`src/rtl/data_bank_pkg.sv`:
```
// data_bank_pkg: constants and reader state shared by the data register bank and its readback sequencer.
package data_bank_pkg;
  localparam int WORD_WIDTH = 32;
  localparam int NUM_REGS = 10;
  localparam int ADDR_WIDTH = 4;
  localparam logic [ADDR_WIDTH-1:0] LAST_ADDR = 4'd9;
  typedef enum logic [1:0] {IDLE, STREAM, DONE} reader_state_e;
endpackage

```
`src/rtl/data_snapshot_buf.sv`:
```
// data_snapshot_buf: load-all register file that freezes the bank outputs for one readback.
module data_snapshot_buf
  import data_bank_pkg::*;
#(
  parameter int WIDTH = WORD_WIDTH,
  parameter int DEPTH = NUM_REGS
) (
  input  logic                  clk,
  input  logic                  resetN,
  input  logic                  load,
  input  logic [WIDTH-1:0]      din [DEPTH],
  input  logic [ADDR_WIDTH-1:0] idx,
  output logic [WIDTH-1:0]      dout
);
  logic [WIDTH-1:0] mem [DEPTH];
  always_ff @(posedge clk or negedge resetN)
    if (!resetN) mem <= '{default: '0};
    else if (load) mem <= din;
  // Out-of-range reads (one past the last word) return zero and are never used.
  assign dout = (idx < ADDR_WIDTH'(DEPTH)) ? mem[idx] : '0;
endmodule

```
`src/rtl/data_reg_reader.sv`:
```
// data_reg_reader: snapshots the ten-entry register bank on start and streams it out
// with valid/ready handshake, address tags and a running modulo-2^WIDTH sum.
module data_reg_reader
  import data_bank_pkg::*;
#(
  parameter int WIDTH = WORD_WIDTH,
  parameter int NUM_WORDS = NUM_REGS
) (
  input  logic                  clk,
  input  logic                  resetN,
  input  logic [WIDTH-1:0]      in0,
  input  logic [WIDTH-1:0]      in1,
  input  logic [WIDTH-1:0]      in2,
  input  logic [WIDTH-1:0]      in3,
  input  logic [WIDTH-1:0]      in4,
  input  logic [WIDTH-1:0]      in5,
  input  logic [WIDTH-1:0]      in6,
  input  logic [WIDTH-1:0]      in7,
  input  logic [WIDTH-1:0]      in8,
  input  logic [WIDTH-1:0]      in9,
  input  logic                  start,
  output logic [WIDTH-1:0]      dataOut,
  output logic [ADDR_WIDTH-1:0] addrOut,
  output logic                  outValid,
  input  logic                  outReady,
  output logic                  lastOut,
  output logic                  busy,
  output logic                  done,
  output logic [WIDTH-1:0]      sumOut
);
  localparam logic [ADDR_WIDTH-1:0] last_addr = ADDR_WIDTH'(NUM_WORDS - 1);
  reader_state_e state;
  logic [ADDR_WIDTH-1:0] idx, nxt_idx;
  logic [WIDTH-1:0] bank [NUM_REGS];
  logic [WIDTH-1:0] rd_data;
  logic load, accept;
  assign bank = '{in0, in1, in2, in3, in4, in5, in6, in7, in8, in9};
  assign load = (state == IDLE) && start;
  assign accept = outValid && outReady;
  assign nxt_idx = idx + 1'b1;
  assign addrOut = idx;
  // The buffer is read one word ahead so dataOut can be registered on each accept.
  data_snapshot_buf #(.WIDTH(WIDTH), .DEPTH(NUM_REGS)) u_buf (
    .clk(clk),
    .resetN(resetN),
    .load(load),
    .din(bank),
    .idx(nxt_idx),
    .dout(rd_data)
  );
  // Word 0 comes straight from the bank because the buffer captures on the same edge.
  always_ff @(posedge clk or negedge resetN)
    if (!resetN) begin
      state <= IDLE;
      idx <= '0;
      dataOut <= '0;
      outValid <= 1'b0;
      lastOut <= 1'b0;
      busy <= 1'b0;
      done <= 1'b0;
      sumOut <= '0;
    end else begin
      case (state)
        IDLE:
          if (start) begin
            state <= STREAM;
            idx <= '0;
            dataOut <= in0;
            outValid <= 1'b1;
            lastOut <= (last_addr == '0);
            busy <= 1'b1;
            sumOut <= '0;
          end
        STREAM:
          if (accept) begin
            sumOut <= sumOut + dataOut;
            if (idx == last_addr) begin
              state <= DONE;
              outValid <= 1'b0;
              lastOut <= 1'b0;
              done <= 1'b1;
            end else begin
              idx <= nxt_idx;
              dataOut <= rd_data;
              lastOut <= (nxt_idx == last_addr);
            end
          end
        DONE: begin
          state <= IDLE;
          done <= 1'b0;
          busy <= 1'b0;
        end
        default: state <= IDLE;
      endcase
    end
endmodule

```
`config.mk`:
```
export PLATFORM = sky130hd
export DESIGN_NAME = data_reg_reader
export DESIGN_NICKNAME = d
export VERILOG_FILES = /design/src/rtl/data_bank_pkg.sv /design/src/rtl/data_snapshot_buf.sv /design/src/rtl/data_reg_reader.sv
export SDC_FILE = /design/constraint.sdc
export NUM_CORES = 1
export LEC_CHECK = 0
export BUFFER_PORTS_ARGS = -buffer_cell sky130_fd_sc_hd__buf_2
export CAP_MARGIN = 15
export CORE_UTILIZATION = 56
export DETAILED_ROUTE_END_ITERATION = 10
export GPL_TIMING_DRIVEN = 0
export PLACE_DENSITY = 0.93
export SLEW_MARGIN = 5
export SYNTH_ARGS = -nofsm -noshare
export SYNTH_HDL_FRONTEND = slang
export SYNTH_HIERARCHICAL = 1
export SYNTH_SLANG_ARGS = --single-unit
export TNS_END_PERCENT = 20
```
`constraint.sdc`:
```
create_clock -name clk -period 4.06 [get_ports clk]
set_input_delay 0.406 -clock clk [delete_from_list [all_inputs] [get_ports clk]]
set_output_delay 0.406 -clock clk [all_outputs]
set_load 0.005 [all_outputs]
```
==> impl_metrics.env <==
export IMPL_r2r_setup_slack_ns=0.84
export IMPL_maxSlewHeadroom_pct=27.9
export IMPL_ir_drop_mv=0.503
export IMPL_die_x_microns=188
export IMPL_synth_top_area_cell="dfrtp_1"
export IMPL_max_stage_delay_ns=0.50
export IMPL_drt_antenna_violating_nets=0
export IMPL_fin_crit_ns=3.22
export IMPL_synth_nets=1888
export IMPL_tritoncts="yes"
export IMPL_grt_usage_pct=36.3
export IMPL_num_vias=15300
export IMPL_swShare_pct=38.8
export IMPL_p_clk_share_pct=19.5
export IMPL_hp_class="in -> reg"
export IMPL_drt_iter0_drc=1162
export IMPL_whs_ns=0.0837
export IMPL_synth_edf_count=0
export IMPL_cp_cell_sequence="ha_1 -> xor2_1 -> buf_6 -> nand2_1 -> clkbuf_1 -> o22ai_1 -> nor2_1 -> o22ai_1 -> mux2i_1 -> o21ai_0"
export IMPL_cts_hold_buf=1
export IMPL_crit_fanout=10
export IMPL_power_frac_seq_pct=34.6
export IMPL_skew_ns=0.0187
export IMPL_busiest_layer="met2"
export IMPL_status="finished clean"
export IMPL_numCtsBuffers=40
export IMPL_max_freq_mhz=311
export IMPL_ys_ff_latch=394
export IMPL_post_cts_setup_buffer_count=0
export IMPL_synth_async_reset_ratio_pct=100
export IMPL_place_area_sq_um=22100
export IMPL_cts_sinks=394
export IMPL_synthTopCellsByArea="dfrtp_1 (51%), mux2_2 (21%), mux2i_1 (6.5%)"
export IMPL_powerDensity_nw_per_um2=821
export IMPL_routabilityCongestion=0.932
export IMPL_crit_arrival_ns=3.67
export IMPL_fin_tns_setup_ns=0
export IMPL_drcViolationCount=0
export IMPL_vias_per_cell=6.18
export IMPL_final_cell_area_sq_um=23500
export IMPL_p_sw_w=0.00749
export IMPL_synthFlopType="dfrtp_1"
export IMPL_grt_pass1_vias=15900
export IMPL_timing_critical_path_mode_cell="o22ai_1"
export IMPL_slew_viol_final=0
export IMPL_grt_met1_usage_pct=45.4
export IMPL_postCtsResizedCells=0
export IMPL_cts_htree_levels=2
export IMPL_finalNetCount=2330
export IMPL_crit_type="reg -> reg"
export IMPL_grt_pass1_wl_microns=95400
export IMPL_total_power_w=0.0193
export IMPL_start_util_pct=57.4
export IMPL_maxCapViolations=0
export IMPL_root_buffer="clkbuf_16"
export IMPL_std_cell_rows=67
export IMPL_synth_compound_area_share_pct=8.75
export IMPL_syn_area_sq_um=19400
export IMPL_io_buffers=395
export IMPL_routed_wl_microns=64600
export IMPL_synthMuxAreaShare_pct=29.1
export IMPL_synth_top_family_by_area="multiplexers"
export IMPL_wl_per_cell_microns=26.1
export IMPL_ys_seq_area_share_pct=50.7
export IMPL_worst_pin_slew_ns=1.08
export IMPL_area_delta_synth_final_pct=20.9
export IMPL_cp_slowest_cell="o22ai_1"
export IMPL_critPathLaunchType="flip-flop"
export IMPL_first_pass_iters=5
export IMPL_globalRoute_totalOverflow=0
export IMPL_p_int_w=0.0118
export IMPL_ios=396
export IMPL_end_kind="flip-flop"
export IMPL_avgSynthCellArea_sq_um=12.7
export IMPL_synth_fa_ha_area_share_pct=2.29
export IMPL_core_sq_um=33900
export IMPL_synthXorXnorAreaFrac_pct=1.17
export IMPL_drive_above_1_share_pct=45.6
export IMPL_cp_required_ns=4.51
export IMPL_use_met2_pct=58.0
export IMPL_grt_max_degree=97
export IMPL_share_comb_of_total_power_pct=45.9
export IMPL_synth_cell_types=74
export IMPL_path_clk_slew_ns=0.06
export IMPL_yosys_area_top_type_share_pct=50.7
export IMPL_hold_viol=0
export IMPL_rsz0062_at_grt="no"
export IMPL_use_met3_pct=7.99
export IMPL_clk_path_buf_depth=3
export IMPL_synth_cells=1529
export IMPL_leakagePower_nw=11.8
export IMPL_hpwlAfterDp_microns=48200
export IMPL_post_route_period_util_pct=79.3
export IMPL_ys_warn_count=6
export IMPL_synth_simple_area_share_pct=4.43
export IMPL_antenna_found_initial=32
export IMPL_die_area_sq_um=35500
export IMPL_clock_latency_ns=0.55
export IMPL_setup_viol=0
export IMPL_die_h_microns=188
==> flip-flops by register name, indices dropped and copies added, names as in the netlist <==
register and cells:
dataOut 32, lastOut 1, done 1, addrOut 4, outValid 1, u_buf/mem 320, state 2, sumOut 32
busy 1
==> final cells by class <==
| class | count | area [sq um] |
|---|---|---|
| antenna | 31 | 77.6 |
| buffer | 100 | 621 |
| clock buffer | 55 | 1130 |
| clock inverter | 14 | 183 |
| fill | 2382 | 10400 |
| inverter | 17 | 63.8 |
| multi-input combinational | 1018 | 8900 |
| sequential | 394 | 9860 |
| tap | 448 | 561 |
| timing repair buffer | 400 | 2110 |
==> placed cells by master, fill, tap and decap left out, types with 18 or more instances in the layout <==
cell	n
mux2i_1	127
clkbuf_16	41
mux2_2	362
o22ai_1	67
nor2_1	57
diode_2	31
o21ai_0	73
clkbuf_1	39
a21oi_1	29
ha_1	34
dfrtp_1	394
buf_2	434
xnor2_1	18
nand2_1	87
==> final timing paths <==
check / startpoint / end / cells after the start
min in group asynchronous: resetN / u_buf/mem[187] / 2
min reg2reg: state[1] / state[0] / 1
max reg2reg: addrOut[0] / dataOut[23] / 10
max: addrOut[0] / dataOut[23] / 10
max in group asynchronous: resetN / sumOut[6] / 4
min: in3[14] / u_buf/mem[206] / 2
==> cells in the mapped netlist, types with 10 or more instances <==
library cell	n
dfrtp_1	394
mux2_2	362
mux2i_1	127
nand2_1	87
o21ai_0	73
o22ai_1	67
nor2_1	57
buf_2	40
ha_1	34
clkbuf_1	30
a21oi_1	29
xnor2_1	18
a21o_1	17
o32ai_1	17
inv_1	16
buf_4	10
==> stage by stage <==
| stage | worst slack, ns | utilization, % | cells |
|---|---|---|---|
| floorplan | 1.46 | - | 1529 |
| global placement | -4.80 | 64.9 | 2372 |
| detailed placement | 0.943 | 65.3 | 2376 |
| CTS | 0.916 | 69.2 | 2446 |
| global route | 0.708 | 69.4 | 2473 |
| finish | 0.841 | 69.4 | 2477 |
==> critical path, delay by kind of cell (launching register included) <==
family / cells / cell delay [ns]
AOI/OAI and AO/OA: 3 / 1.00
xor gates and xnor gates: 1 / 0.32
adders and majority gates: 1 / 0.27
buffers and inverters: 2 / 0.59
DFF: 1 / 0.45
muxes: 1 / 0.18
and+or+nand+nor: 2 / 0.31
==> power groups by stage <==
| stage | clock network, W | logic [W] | registers, W |
|---|---|---|---|
| after floorplan | 0 | 0.00597 | 0.00627 |
| after global placement | 0 | 0.00832 | 0.00653 |
| after detailed placement | 0 | 0.00861 | 0.00666 |
| after CTS | 0.00378 | 0.00870 | 0.00661 |
| after global routing | 0.00394 | 0.00942 | 0.00681 |
| final | 0.00376 | 0.00886 | 0.00668 |
==> cells by family (layout without fill, tap and decap cells) <==
family / Yosys count / in the layout
other: 0 / 31
AO/OA/AOI/OAI: 260 / 260
multiplexers: 502 / 502
buffers and inverters: 117 / 586
AND/OR/NAND/NOR: 195 / 195
XOR/XNOR: 26 / 26
adder cells (fa/ha/maj): 35 / 35
flip-flops: 394 / 394
==> metal layers <==
layer	part of all wire, %	up-vias
li1	-	6541
met1	38	7635
met2	47	907
met3	9.1	215
met4	6.1	6
met5	0.071	-
Power figures use the tool's default switching activity.
